<file path="src/rtl/gpio_pkg.sv">
// Shared register map and helpers for the GPIO controller.
// Used by gpio_ctrl and gpio_sync.
package gpio_pkg;

  typedef enum logic [2:0] {
    GPIO_REG_OUT     = 3'd0,
    GPIO_REG_OE      = 3'd1,
    GPIO_REG_IN      = 3'd2,
    GPIO_REG_RISE_EN = 3'd3,
    GPIO_REG_FALL_EN = 3'd4,
    GPIO_REG_PEND    = 3'd5,
    GPIO_REG_OUT_SET = 3'd6,
    GPIO_REG_OUT_CLR = 3'd7
  } gpio_reg_e;

  localparam int unsigned GPIO_ADDR_W = 3;

  // Counter width able to hold DEBOUNCE_CYCLES-1; never narrower than one bit.
  function automatic int unsigned gpio_cnt_width(input int unsigned cycles);
    return (cycles < 2) ? 1 : $clog2(cycles);
  endfunction

endpackage

</file>
<file path="src/rtl/gpio_sync.sv">
// Two-flop pad input synchronizer with an optional per-pin debounce stage,
// compiled in when GPIO_CTRL_DEBOUNCE_EN is defined.
module gpio_sync
  import gpio_pkg::*;
#(
  parameter int NPINS           = 20,
  parameter int DEBOUNCE_CYCLES = 16
) (
  input  logic             clk,
  input  logic             rst,
  input  logic [NPINS-1:0] pad_i,
  output logic [NPINS-1:0] in_o
);

  logic [NPINS-1:0] meta_q, meta_d;
  logic [NPINS-1:0] sync_q, sync_d;

  always_comb begin
    meta_d = pad_i;
    sync_d = meta_q;
  end

  always_ff @(posedge clk) begin
    if (rst) begin
      meta_q <= '0;
      sync_q <= '0;
    end else begin
      meta_q <= meta_d;
      sync_q <= sync_d;
    end
  end

`ifdef GPIO_CTRL_DEBOUNCE_EN
  localparam int unsigned CNT_W = gpio_cnt_width(DEBOUNCE_CYCLES);
  localparam logic [CNT_W-1:0] CNT_MAX = CNT_W'(DEBOUNCE_CYCLES - 1);

  logic [CNT_W-1:0] cnt_q [NPINS];
  logic [CNT_W-1:0] cnt_d [NPINS];
  logic [NPINS-1:0] stable_q, stable_d;

  // A pin's counter only runs while the synchronized value disagrees with the
  // accepted value; any agreement (a bounce back) restarts it from zero.
  always_comb begin
    stable_d = stable_q;
    for (int n = 0; n < NPINS; n++) begin
      cnt_d[n] = '0;
      if (sync_q[n] != stable_q[n]) begin
        if (cnt_q[n] == CNT_MAX) begin
          stable_d[n] = sync_q[n];
        end else begin
          cnt_d[n] = cnt_q[n] + 1'b1;
        end
      end
    end
  end

  always_ff @(posedge clk) begin
    if (rst) begin
      stable_q <= '0;
      for (int n = 0; n < NPINS; n++) cnt_q[n] <= '0;
    end else begin
      stable_q <= stable_d;
      for (int n = 0; n < NPINS; n++) cnt_q[n] <= cnt_d[n];
    end
  end

  assign in_o = stable_q;
`else
  assign in_o = sync_q;
`endif

endmodule

</file>
<file path="src/rtl/gpio_ctrl.sv">
// GPIO controller: output/enable registers, synchronized inputs, edge-triggered
// pending bits with level irq. Optional input debounce via GPIO_CTRL_DEBOUNCE_EN.
module gpio_ctrl
  import gpio_pkg::*;
#(
  parameter int NPINS           = 20,
  parameter int DEBOUNCE_CYCLES = 16
) (
  input  logic             clk,
  input  logic             rst,
  input  logic [2:0]       bus_addr,
  input  logic [NPINS-1:0] bus_wdata,
  input  logic             bus_we,
  input  logic             bus_re,
  output logic [NPINS-1:0] bus_rdata,
  output logic             bus_rvalid,
  output logic [NPINS-1:0] pad_o,
  output logic [NPINS-1:0] pad_oe,
  input  logic [NPINS-1:0] pad_i,
  output logic             irq
);

  logic [NPINS-1:0] in_val;

  logic [NPINS-1:0] out_q, out_d;
  logic [NPINS-1:0] oe_q, oe_d;
  logic [NPINS-1:0] rise_en_q, rise_en_d;
  logic [NPINS-1:0] fall_en_q, fall_en_d;
  logic [NPINS-1:0] pend_q, pend_d;
  logic [NPINS-1:0] prev_q, prev_d;
  logic [NPINS-1:0] rdata_q, rdata_d;
  logic             rvalid_q, rvalid_d;
  logic             irq_q, irq_d;

  logic [NPINS-1:0] rise_evt, fall_evt, set_evt, pend_clr;

  gpio_sync #(
    .NPINS           (NPINS),
    .DEBOUNCE_CYCLES (DEBOUNCE_CYCLES)
  ) u_sync (
    .clk   (clk),
    .rst   (rst),
    .pad_i (pad_i),
    .in_o  (in_val)
  );

  always_comb begin
    prev_d   = in_val;
    rise_evt = in_val & ~prev_q;
    fall_evt = ~in_val & prev_q;
    set_evt  = (rise_evt & rise_en_q) | (fall_evt & fall_en_q);

    out_d     = out_q;
    oe_d      = oe_q;
    rise_en_d = rise_en_q;
    fall_en_d = fall_en_q;
    pend_clr  = '0;

    if (bus_we) begin
      case (bus_addr)
        GPIO_REG_OUT:     out_d     = bus_wdata;
        GPIO_REG_OE:      oe_d      = bus_wdata;
        GPIO_REG_RISE_EN: rise_en_d = bus_wdata;
        GPIO_REG_FALL_EN: fall_en_d = bus_wdata;
        GPIO_REG_PEND:    pend_clr  = bus_wdata;
        GPIO_REG_OUT_SET: out_d     = out_q | bus_wdata;
        GPIO_REG_OUT_CLR: out_d     = out_q & ~bus_wdata;
        default:          ;
      endcase
    end

    // Set wins over a same-cycle write-1-to-clear of the same bit.
    pend_d = (pend_q & ~pend_clr) | set_evt;
    irq_d  = |pend_q;

    // Reads see the registers as they stand before any same-cycle write.
    rvalid_d = bus_re;
    rdata_d  = '0;
    if (bus_re) begin
      case (bus_addr)
        GPIO_REG_OUT:     rdata_d = out_q;
        GPIO_REG_OE:      rdata_d = oe_q;
        GPIO_REG_IN:      rdata_d = in_val;
        GPIO_REG_RISE_EN: rdata_d = rise_en_q;
        GPIO_REG_FALL_EN: rdata_d = fall_en_q;
        GPIO_REG_PEND:    rdata_d = pend_q;
        default:          rdata_d = '0;
      endcase
    end
  end

  always_ff @(posedge clk) begin
    if (rst) begin
      out_q     <= '0;
      oe_q      <= '0;
      rise_en_q <= '0;
      fall_en_q <= '0;
      pend_q    <= '0;
      prev_q    <= '0;
      rdata_q   <= '0;
      rvalid_q  <= 1'b0;
      irq_q     <= 1'b0;
    end else begin
      out_q     <= out_d;
      oe_q      <= oe_d;
      rise_en_q <= rise_en_d;
      fall_en_q <= fall_en_d;
      pend_q    <= pend_d;
      prev_q    <= prev_d;
      rdata_q   <= rdata_d;
      rvalid_q  <= rvalid_d;
      irq_q     <= irq_d;
    end
  end

  assign pad_o      = out_q;
  assign pad_oe     = oe_q;
  assign bus_rdata  = rdata_q;
  assign bus_rvalid = rvalid_q;
  assign irq        = irq_q;

endmodule

</file>
<file path="config.mk">
export PLATFORM = sky130hd
export DESIGN_NAME = gpio_ctrl
export DESIGN_NICKNAME = d
export VERILOG_FILES = /design/src/rtl/gpio_pkg.sv /design/src/rtl/gpio_sync.sv /design/src/rtl/gpio_ctrl.sv
export SDC_FILE = /design/constraint.sdc
export NUM_CORES = 1
export LEC_CHECK = 0
export BUFFER_PORTS_ARGS = -buffer_cell sky130_fd_sc_hd__buf_2
export CORE_UTILIZATION = 30
export CTS_CLUSTER_DIAMETER = 120
export CTS_CLUSTER_SIZE = 24
export DETAILED_ROUTE_END_ITERATION = 8
export PLACE_DENSITY_LB_ADDON = 0.08
export SYNTH_ARGS = -nofsm -noshare
export SYNTH_HDL_FRONTEND = slang
export SYNTH_HIERARCHICAL = 1
export SYNTH_SLANG_ARGS = --single-unit
</file>
<file path="constraint.sdc">
create_clock -name clk -period 2 [get_ports clk]
set_clock_uncertainty 0.15 [all_clocks]
set_input_delay 0.4 -clock clk [delete_from_list [all_inputs] [get_ports clk]]
set_output_delay 0.4 -clock clk [all_outputs]
set_load 0.02 [all_outputs]
</file>
==> results.py <==
metrics = {
    "status": {
        "status": "finished clean",
    },
    "setup_path": {
        "cp.arrival_ns": 1.05,
        "crit_family": "flip-flops",
        "path_max_fanout": 3,
        "path_cells": "buf_2",
        "slowest_delay_ns": 0.43,
        "cp.required_ns": 1.45,
        "crit_path_start_kind": "register",
        "rrSetupSlack_ns": 0.49,
        "cp_num_buf_inv": 1,
        "path_class": "reg -> out",
        "end_kind": "output port",
        "r2r-end": "irq",
        "cp_slowest_cell": "dfxtp_1",
        "cp-startpoint": "pad_oe[19]",
        "worst_r2r_path_depth": 4,
        "r2r-start": "pend_q[3]",
    },
    "grt": {
        "grt_pass1_wl_microns": 36100,
        "grtUsageTotal_pct": 19.6,
        "antenna_found_initial": 0,
        "grt_overflow_total": 0,
        "grt_pass1_vias": 5883,
        "grt_max_degree": 85,
    },
    "routing": {
        "ant_nets": 0,
        "vias": 6092,
        "first_pass_iters": 5,
        "via_per_inst": 4.94,
        "routedWlPerCell_microns": 19.0,
        "drt-total-wl_microns": 23500,
        "drt_iter0_drc": 479,
        "route.detailed.drc": 0,
    },
    "pwr": {
        "p_leak_nw": 3.40,
        "p_total_w": 0.00777,
        "powerDensity_mw_per_mm2": 869,
        "peakVddDrop_mv": 0.412,
    },
    "yosys": {
        "synthFlopType": "dfxtp_1",
        "seq_area_frac_synth_pct": 49.7,
        "syn_nets": 841,
        "yosysWarnings": 6,
        "synth_async_sr_flop_share_pct": 0,
        "yosys.cell_types.count": 40,
        "syn_inst": 794,
        "ys_ff_latch": 182,
        "syn_area_sq_mm": 0.00733,
        "synth-edff-count": 0,
        "syn_area_per_cell_sq_um": 9.23,
    },
    "floorplanning": {
        "die_w_microns": 158,
        "dieArea_sq_mm": 0.0251,
        "ios": 109,
        "die_h_microns": 158,
        "start_util_pct": 30.9,
        "core_area_sq_mm": 0.0237,
        "rows": 56,
    },
    "finish": {
        "n_antenna_cell": 0,
        "drive_gt1_share_pct": 27.1,
        "area_growth_pct": 22.0,
        "n_fill_cell": 2495,
        "finalNetCount": 948,
        "final_util_pct": 37.7,
    },
    "clock_tree": {
        "cts.path.max_buffers": 2,
        "htree_levels": 4,
        "post_cts_resized": 0,
        "cts.reportedPaths.clkPinSlew_ns": 0.07,
        "cts_buffers": 17,
        "clk_latency_ns": 0.43,
        "cts_tree": "done",
        "clock-sinks": 182,
        "cts_root_buffer": "clkbuf_16",
        "cts_setup_buffers": 0,
        "hold_buffers": 0,
    },
    "min_path": {
        "hp-start": "pad_i[19]",
        "hold_end": "u_sync/meta_q[19]",
        "hold_depth": 2,
        "hold_path.class": "in -> reg",
    },
    "sta": {
        "min_period_over_period_pct": 80.2,
        "slew_violations": 0,
        "hold_violations": 0,
        "tightestPinTransition_ns": 1.10,
        "finalSetupViolCount": 0,
        "period_needed_ns": 1.60,
        "grt_setup_unrepaired": "no",
        "clock.fmax_mhz": 624,
        "fin_hold_ws_ns": 0.0276,
        "finalSetupTns_ns": 0,
        "slew_headroom_pct": 26.2,
    },
    "job": {
        "cap_violations": 0,
    },
    "place": {
        "numPortBuffers": 108,
        "gp_congestion": 0.763,
        "dpl.hpwl_microns": 15700,
    },
}
## through the flow
| step | instance area, sq um | setup slack [ns] | instances |
|---|---|---|---|
| 4_1_cts | 8940 | 0.379 | 1232 |
| 5_1_grt | 8940 | 0.296 | 1232 |
| 3_5_place_dp | 8370 | 0.0211 | 1201 |
| 2_1_floorplan | 7330 | 0.415 | 794 |
| 6_report | 8940 | 0.396 | 1232 |
| 3_3_place_gp | 8370 | 0.0388 | 1201 |
## flip-flops by register name (all words and copies together) (netlist names)
register	count
pad_oe	20
prev_q	20
pend_q	20
irq	1
bus_rdata	20
u_sync/in_o	20
u_sync/meta_q	20
rise_en_q	20
bus_rvalid	1
pad_o	20
fall_en_q	20
## cell families (layout without fill, tap and decap cells)
kind of cell	count (synthesis)	count (layout)	share of synthesized area, %
AOI/OAI and AO/OA	173	173	13.8
xor gates and xnor gates	1	1	0.120
buffers and inverters	89	208	5.72
DFF	182	182	49.7
muxes	40	40	6.69
and+or+nand+nor	309	309	24.0
## synthesized netlist by cell type (all sizes together) (21+ instances only)
master	n	area, sq um
dfxtp	182	3640
buf	33	194
mux2	32	360
nand3	40	200
inv	27	101
a21oi	93	465
a31oi	21	131
nand2	122	458
nand3b	40	300
clkbuf	29	124
nor2b	64	475
## power breakdown
part | internal (W) | switching (W)
sequential | 0.00372 | 0.0000684
combinational | 0.000252 | 0.000409
clock | 0.00189 | 0.00143
## how the worst max path moves through the flow
stage	endpoint	slack (ns)	cells past startpoint
5_1_grt	pad_o[16]	0.30	4
2_1_floorplan	pad_o[17]	0.41	5
3_5_place_dp	pad_o[13]	0.02	4
3_3_place_gp	pad_o[16]	0.04	4
6_report	pad_oe[19]	0.40	1
4_1_cts	pad_oe[19]	0.38	1
## metal layers
metal | part of all wire [%] | vias up | track usage [%]
met1 | 50 | 2941 | 27.6
met5 | 0 | - | 0
li1 | - | 2994 | -
met2 | 46 | 142 | 31.1
met4 | 0.73 | 0 | 4.21
met3 | 3.8 | 15 | 3.51
## final cells by class
cell class	instances	area, sq um	share of cell area [%]
repair buffers	150	950	10.6
clock buffers	26	509	5.70
clock inverters	5	63.8	0.714
well taps	319	399	4.46
multi-input cells	523	3270	36.6
flip-flops and latches	182	3640	40.8
inverters	27	101	1.13
## cells in the final DEF, fill, tap and decap left out, types with 21 or more instances in the layout
master	n
nand3_1	40
nand3b_1	40
buf_4	35
nor2b_2	30
nand2_1	122
nor2b_1	34
buf_2	107
a21oi_1	93
dfxtp_1	182
a31oi_1	21
inv_1	27
mux2_2	31
Note: power is estimated with default switching activity, not from simulation.
